--- config.mk ---
export PLATFORM = sky130hd
export DESIGN_NAME = instruction_decoder
export DESIGN_NICKNAME = d
export VERILOG_FILES = /design/src/rtl/instruction_decoder.sv
export SDC_FILE = /design/constraint.sdc
export NUM_CORES = 1
export LEC_CHECK = 0
export ABC_CLOCK_PERIOD_IN_PS = 1800
export CAP_MARGIN = 10
export CORE_MARGIN = 2
export CORE_UTILIZATION = 32
export CTS_CLUSTER_DIAMETER = 60
export DETAILED_ROUTE_END_ITERATION = 8
export PLACE_DENSITY_LB_ADDON = 0.2
export SYNTH_ARGS = -nofsm -noshare
export SYNTH_HDL_FRONTEND = slang
export SYNTH_SLANG_ARGS = --single-unit
--- constraint.sdc ---
create_clock -name clk -period 1.8 [get_ports clk]
set_clock_uncertainty 0.2 [all_clocks]
set_input_delay 0.45 -clock clk [delete_from_list [all_inputs] [get_ports clk]]
set_output_delay 0.45 -clock clk [all_outputs]
set_load 0.02 [all_outputs]
--- src/rtl/instruction_decoder.sv ---
// Instruction register plus combinational decoder for a small accumulator-style core.
// Holds ir, a one-cycle startup bubble on valid, and the ALU zero flag used by conditional jumps.
module instruction_decoder (
  input  logic       clk,
  input  logic       reset_n,
  input  logic [7:0] pm_data,
  input  logic       alu_zero,
  output logic [7:0] ir,
  output logic       jmp,
  output logic       jmp_nz,
  output logic [3:0] jmp_addr,
  output logic       dont_jmp,
  output logic [7:0] reg_en,
  output logic [3:0] src_sel,
  output logic [2:0] alu_func,
  output logic       valid
);

  localparam int unsigned IrW    = 8;
  localparam int unsigned RegW   = 8;
  localparam int unsigned SelW   = 4;
  localparam int unsigned FuncW  = 3;
  localparam int unsigned VldW   = 2;

  localparam logic [SelW-1:0] SrcImm  = SelW'(8);
  localparam logic [RegW-1:0] RegEnR  = RegW'(8'h10);

  logic [IrW-1:0]  ir_q, ir_d;
  logic [VldW-1:0] valid_q, valid_d;
  logic            zero_q, zero_d;
  logic            is_alu;

  assign is_alu = (ir_q[7:5] == 3'b110);

  // valid is a two-stage shift of 1s so the first fetched word is never executed
  always_comb begin
    ir_d    = pm_data;
    valid_d = {valid_q[0], 1'b1};
    zero_d  = zero_q;
    if (valid_q[VldW-1] && is_alu) begin
      zero_d = alu_zero;
    end
  end

  always_ff @(posedge clk or negedge reset_n) begin
    if (!reset_n) begin
      ir_q    <= '0;
      valid_q <= '0;
      zero_q  <= 1'b0;
    end else begin
      ir_q    <= ir_d;
      valid_q <= valid_d;
      zero_q  <= zero_d;
    end
  end

  // Decode: opcode prefix picks load-immediate, move, ALU, jump or conditional jump
  always_comb begin
    jmp      = 1'b0;
    jmp_nz   = 1'b0;
    reg_en   = '0;
    src_sel  = '0;
    alu_func = '0;
    if (valid_q[VldW-1]) begin
      if (!ir_q[7]) begin
        reg_en  = RegW'(1) << ir_q[6:4];
        src_sel = SrcImm;
      end else if (!ir_q[6]) begin
        if (ir_q[5:3] != ir_q[2:0]) begin
          reg_en  = RegW'(1) << ir_q[5:3];
          src_sel = {1'b0, ir_q[2:0]};
        end
      end else if (!ir_q[5]) begin
        reg_en   = RegEnR;
        alu_func = FuncW'(ir_q[4:2]);
      end else if (!ir_q[4]) begin
        jmp = 1'b1;
      end else begin
        jmp_nz = 1'b1;
      end
    end
  end

  assign ir       = ir_q;
  assign valid    = valid_q[VldW-1];
  assign dont_jmp = zero_q;
  assign jmp_addr = ir_q[3:0];

endmodule

After elaboration in Yosys (flattened, before gate mapping) --
Index checks and enable logic that the tools add are counted.
Operators by class: reduce and logical (&&, ||, !) cells 1, mux-type cells 23, shift operators 2, equal/unequal tests 2
Operators with widths (number):
- 8-bit 2-to-1 mux | 4
- 3-bit 2-to-1 mux | 6
- 1-bit by 3-bit << shifter with 8-bit output (first input constant) | 2
- 1-bit 2-to-1 mux | 10
- 4-bit 2-to-1 mux | 2
- 5-bit 2-to-1 mux | 1
- 3-bit == test (second input constant) | 1
- 3-bit inequality test | 1
- 1-bit logical AND | 1
Storage, ports and cells: bits in registers 11, input bits 11, output and inout port bits 31

Logic depth before layout (Yosys ltp) --
depth after elaboration 5, gate-level depth with buffers 6, depth with buffers taken out 5

Worst setup path after synthesis --
Ideal clock, no wire load.
kind reg2out, from reg ir_q[5] (netlist: ir[5]), to out reg_en[1], path slack -0.662 ns, required time 1.150 ns, stages on the path, launching flop included 7, arrival time 1.812 ns, path buffers 1, cells stage by stage dfrtp_1 -> buf_2 -> inv_1 -> ha_1 -> nand2_1 -> o2111ai_1 -> a211oi_1
Between the ends: word-level cells in the longest chain between the ends 5
RTL lines:
- from (decl) | RTL line 28 | logic [IrW-1:0] ir_q, ir_d;
- from (signal assigned) | RTL line 51 | ir_q <= ir_d;
- 3-bit inequality test or 1-bit by 3-bit << shifter with 8-bit output (tied branches) | RTL line 69, 70
- 8-bit 2-to-1 mux | RTL line 69 | if (ir_q[5:3] != ir_q[2:0]) begin
- 8-bit 2-to-1 mux | RTL line 68 | end else if (!ir_q[6]) begin
- 8-bit 2-to-1 mux (*) | RTL line 65 | if (!ir_q[7]) begin
- 8-bit 2-to-1 mux (*) | RTL line 64 | if (valid_q[VldW-1]) begin
- to (decl) | RTL line 13 | output logic [7:0] reg_en,
Mark *: on every way between the ends. The rest lies on a longest branch, timed or not.

Final worst setup path --
from reg ir_q[5] (netlist: ir[5]), to out reg_en[5]
The elaborated chain is that of the path after synthesis.

==> metrics.md <==
| Metric | Value |
|---|---|
| Status | `complete, but fails checks` |
| Violations in the final reports | `setup timing` |
| Floorplan Core Area | `1940 um2` |
| Count of non-filler cells in the finished layout | `163` |
| Pwr/cell area | `498 nW/um2` |
| Routed WL per cell | `12.5 um` |
| Number of placed I/O pins | `42` |
| Post-synthesis share of cell area spent on xor and xnor gates | `2.67%` |
| Width of the chip | `49.3 um` |
| Overall track demand over capacity in global routing | `17.4%` |
| Gpl congestion | `0.838` |
| Largest family of logic cells by synthesized area | `simple AND/OR/NAND/NOR gates` |
| Pleak | `0.625 nW` |
| Sequential cell area fraction in the yosys report | `42.0%` |
| Final setup fails | `16` |
| Wire length of the first global-routing pass | `3250 um` |
| Floorplan die height | `49.3 um` |
| Critical-path maximum fanout | `5` |
| Maximum number of pins on one net before global-route repair | `12` |
| Worst path max stage delay | `430 ps` |
| DRC violations left | `0` |
| Share of cells above drive strength 1 | `73.5%` |
| WHS | `152 ps` |
| Peak Freq | `442 MHz` |
| Crit path to | `reg_en[5]` |
| ANT cells | `0` |
| Final Cycle Share | `126%` |
| Endpoint of the lowest-slack register-to-register path | `dont_jmp$_DFFE_PN0P_` |
| Clock latency reported for the late side of the worst-skew pair | `260 ps` |
| Largest vdd supply drop | `0.426 mV` |
| Number of cells traversed by the worst register-to-register path | `5` |
| Kind of critical path | `reg -> out` |
| Proportion of synthesized area in mux cells | `2.29%` |
| Count of port buffers added during placement | `41` |
| Post-synthesis cell area | `656 um2` |
| Post-Synth Simple-Gate Area | `23.5%` |
| Adder-cell share of the synthesized area | `1.91%` |
| Avg Vias per Cell | `4.75` |
| Min Tclk post-route | `2260 ps` |
| First-iteration detailed-routing DRC count | `4` |
| Clock tree from TritonCTS | `yes` |
| Routed vias | `775` |
| Floorplan die area | `2430 um2` |
| Antenna violations before repair | `0` |
| Post-CTS clock slew at the launch and capture registers of the worst setup and hold paths | `60 ps` |
| Path type of the worst min-delay path | `reg -> reg` |
| CTS sink cnt | `11` |
| Count of final hold-check violations | `0` |
| Relative area change from synthesis to final layout | `122%` |
| Standard cell with the maximum stage delay on the critical path | `dfrtp_2` |
| Total of hold buffers inserted after clock tree synthesis | `0` |
| Initial DRT Pass Iterations | `4` |
| Max-slew violation count | `0` |
| Synthesis-stage register bit count | `11` |
| Critical R2R Launch | `ir[5]$_DFF_PN0_` |
| Final worst-path setup slack | `-462 ps` |
| Worst Setup End Kind | `output port` |
| Crit path from | `ir[5]$_DFF_PN0_` |
| Nets in the synthesized netlist | `85` |
| Deepest clock path buffer count | `2` |
| Setup crit start kind | `register` |
| Number of distinct library cell variants in the gate-level netlist after synthesis | `31` |
| Final HPWL DP | `1510 um` |
| Minimum setup slack among reg-to-reg paths | `230 ps` |
| Dpl cells | `154` |
| Starting density of the core | `33.8%` |
| Final antenna-violating net count | `0` |
| Final global-route overflow total | `0` |
| Critical Path, Cell by Cell | `inv_4 -> ha_4 -> a31oi_4 -> nand4_1 -> a21boi_2 -> buf_4` |
| Nets | `149` |
| CTS root buffer | `clkbuf_4` |
| Max H-tree Level | `1` |
| Vias in the first global route | `752` |
| Yosys warns | `0` |
| Fraction of the mapped netlist area in compound gates | `16.6%` |
| Total CTS buffers | `3` |
| Required arrival time at the worst endpoint | `1150 ps` |
| Data arrival time of the critical path | `1610 ps` |
| Unrepaired setup endpoints after global routing | `yes` |
| Max_cap viols | `0` |
| Synthesized area per cell | `8.98 um2` |
| Routed WL | `2040 um` |
| Post-Syn Instances | `73` |
| Row count | `16` |
-- layout make-up --
| cell class | instances | area (um2) |
|---|---|---|
| fill | 136 | 484 |
| clock buffer | 4 | 26.3 |
| tap | 27 | 33.8 |
| multi-input combinational | 50 | 513 |
| inverter | 5 | 21.3 |
| timing repair buffer | 66 | 578 |
| sequential | 11 | 285 |
-- where the power goes --
part           leakage, nW  switching [W]  total [W]  internal [W]
Sequential           0.121      0.0000177   0.000283      0.000265
Clock               0.0150      0.0000724   0.000158     0.0000856
Combinational        0.490       0.000142   0.000284      0.000142
-- cell usage after synthesis --
cell type	count	share of area, %
a32oi_1	2	2.7
nor2_1	10	5.7
a31oi_2	1	1.9
nor2b_1	3	2.9
mux2_4	1	2.3
nand3_1	2	1.5
xnor2_1	2	2.7
o21ai_0	1	0.76
a31oi_1	2	1.9
buf_2	1	0.76
nand2_1	5	2.9
a21boi_1	2	2.3
a311oi_1	1	1.3
ha_1	1	1.9
inv_2	1	0.57
buf_4	4	4.6
inv_1	4	2.3
or2_1	1	0.95
a21oi_1	2	1.5
nand4_1	2	1.9
clkbuf_1	1	0.57
and2_1	4	3.8
nand2b_2	1	1.3
and3_1	1	0.95
conb_1	1	0.57
o2111a_1	1	1.7
o2111ai_1	1	1.3
dfrtp_1	11	42
nor3_1	2	1.5
a211oi_1	1	1.1
buf_6	1	1.7
-- per-stage QoR --
stage | TNS (ps) | total power, W | utilization, % | setup WS (ps) | area (um2)
6_report | -5300 | 0.000726 | 75.1 | -462 | 1460
5_1_grt | -6410 | 0.000773 | 75.1 | -528 | 1460
4_1_cts | -5520 | 0.000727 | 74.3 | -476 | 1440
3_5_place_dp | -8730 | 0.000551 | 69.5 | -634 | 1350
2_1_floorplan | -2300 | 0.000430 | - | -276 | 812
3_3_place_gp | -8530 | 0.000548 | 69.5 | -611 | 1350
-- worst min-delay path by stage --
stage                               from              endpoint  slack (ps)  depth (start not counted)
detailed placement  valid_q[0]$_DFF_PN0_  valid_q[1]$_DFF_PN0_         140                          0
global route        valid_q[0]$_DFF_PN0_  valid_q[1]$_DFF_PN0_         160                          0
global placement    valid_q[0]$_DFF_PN0_  valid_q[1]$_DFF_PN0_         140                          0
CTS                 valid_q[0]$_DFF_PN0_  valid_q[1]$_DFF_PN0_         150                          0
finish              valid_q[0]$_DFF_PN0_  valid_q[1]$_DFF_PN0_         150                          0
floorplan                        reset_n  dont_jmp$_DFFE_PN0P_         -50                          0
-- critical path: cells and delay by family (launching register included) --
family | cells | cell delay, ps
AOI/OAI and AO/OA | 2 | 360
adders and majority gates | 1 | 220
buffers and inverters | 2 | 220
DFF | 1 | 430
and+or+nand+nor | 1 | 130
-- cell usage in the layout (no fill, tap or decap), drive strengths merged --
cell type / n
nor2b: 3
nor3: 2
conb: 1
clkdlybuf4s15: 6
and2: 4
or2: 1
a32oi: 2
o2111ai: 1
and3: 1
clkdlybuf4s50: 10
xnor2: 2
clkbuf: 5
a211oi: 1
buf: 48
nand4: 2
nand2b: 1
nand2: 5
nor2: 10
a311oi: 1
mux2: 1
a31oi: 3
a21boi: 2
nand3: 2
ha: 1
o21ai: 1
dfrtp: 11
o2111a: 1
inv: 5
a21oi: 2
dlygate4sd2: 1
-- layer usage --
metal | vias up | global-route usage [%] | part of all wire (%) | wire length, um
li1 | 373 | - | - | -
met1 | 371 | 20.2 | 41 | 825
met4 | 0 | 9.05 | 1.7 | 34
met3 | 3 | 1.23 | 4.3 | 88
met2 | 28 | 31.5 | 53 | 1090
met5 | - | 0 | 0 | 0
-- sequential cells by signal, indices dropped and copies added, names as in the netlist --
| signal | count |
|---|---|
| dont_jmp | 1 |
| ir | 8 |
| valid_q | 2 |
-- kinds of logic after synthesis --
logic type / after synthesis
flip-flops: 11
AND/OR/NAND/NOR: 31
multiplexers: 1
adder cells (fa/ha/maj): 1
XOR/XNOR: 2
buffers and inverters: 12
other: 1
AO/OA/AOI/OAI: 14
-- repair_timing --
action,in CTS,in global routing
cloned,0,0
pin swaps,12,7
setup endpoints to repair,31,27
setup buffers,2,3
endpoints found under the hold margin,0,0
resized for setup,140,19
Power figures use the tool's default switching activity.
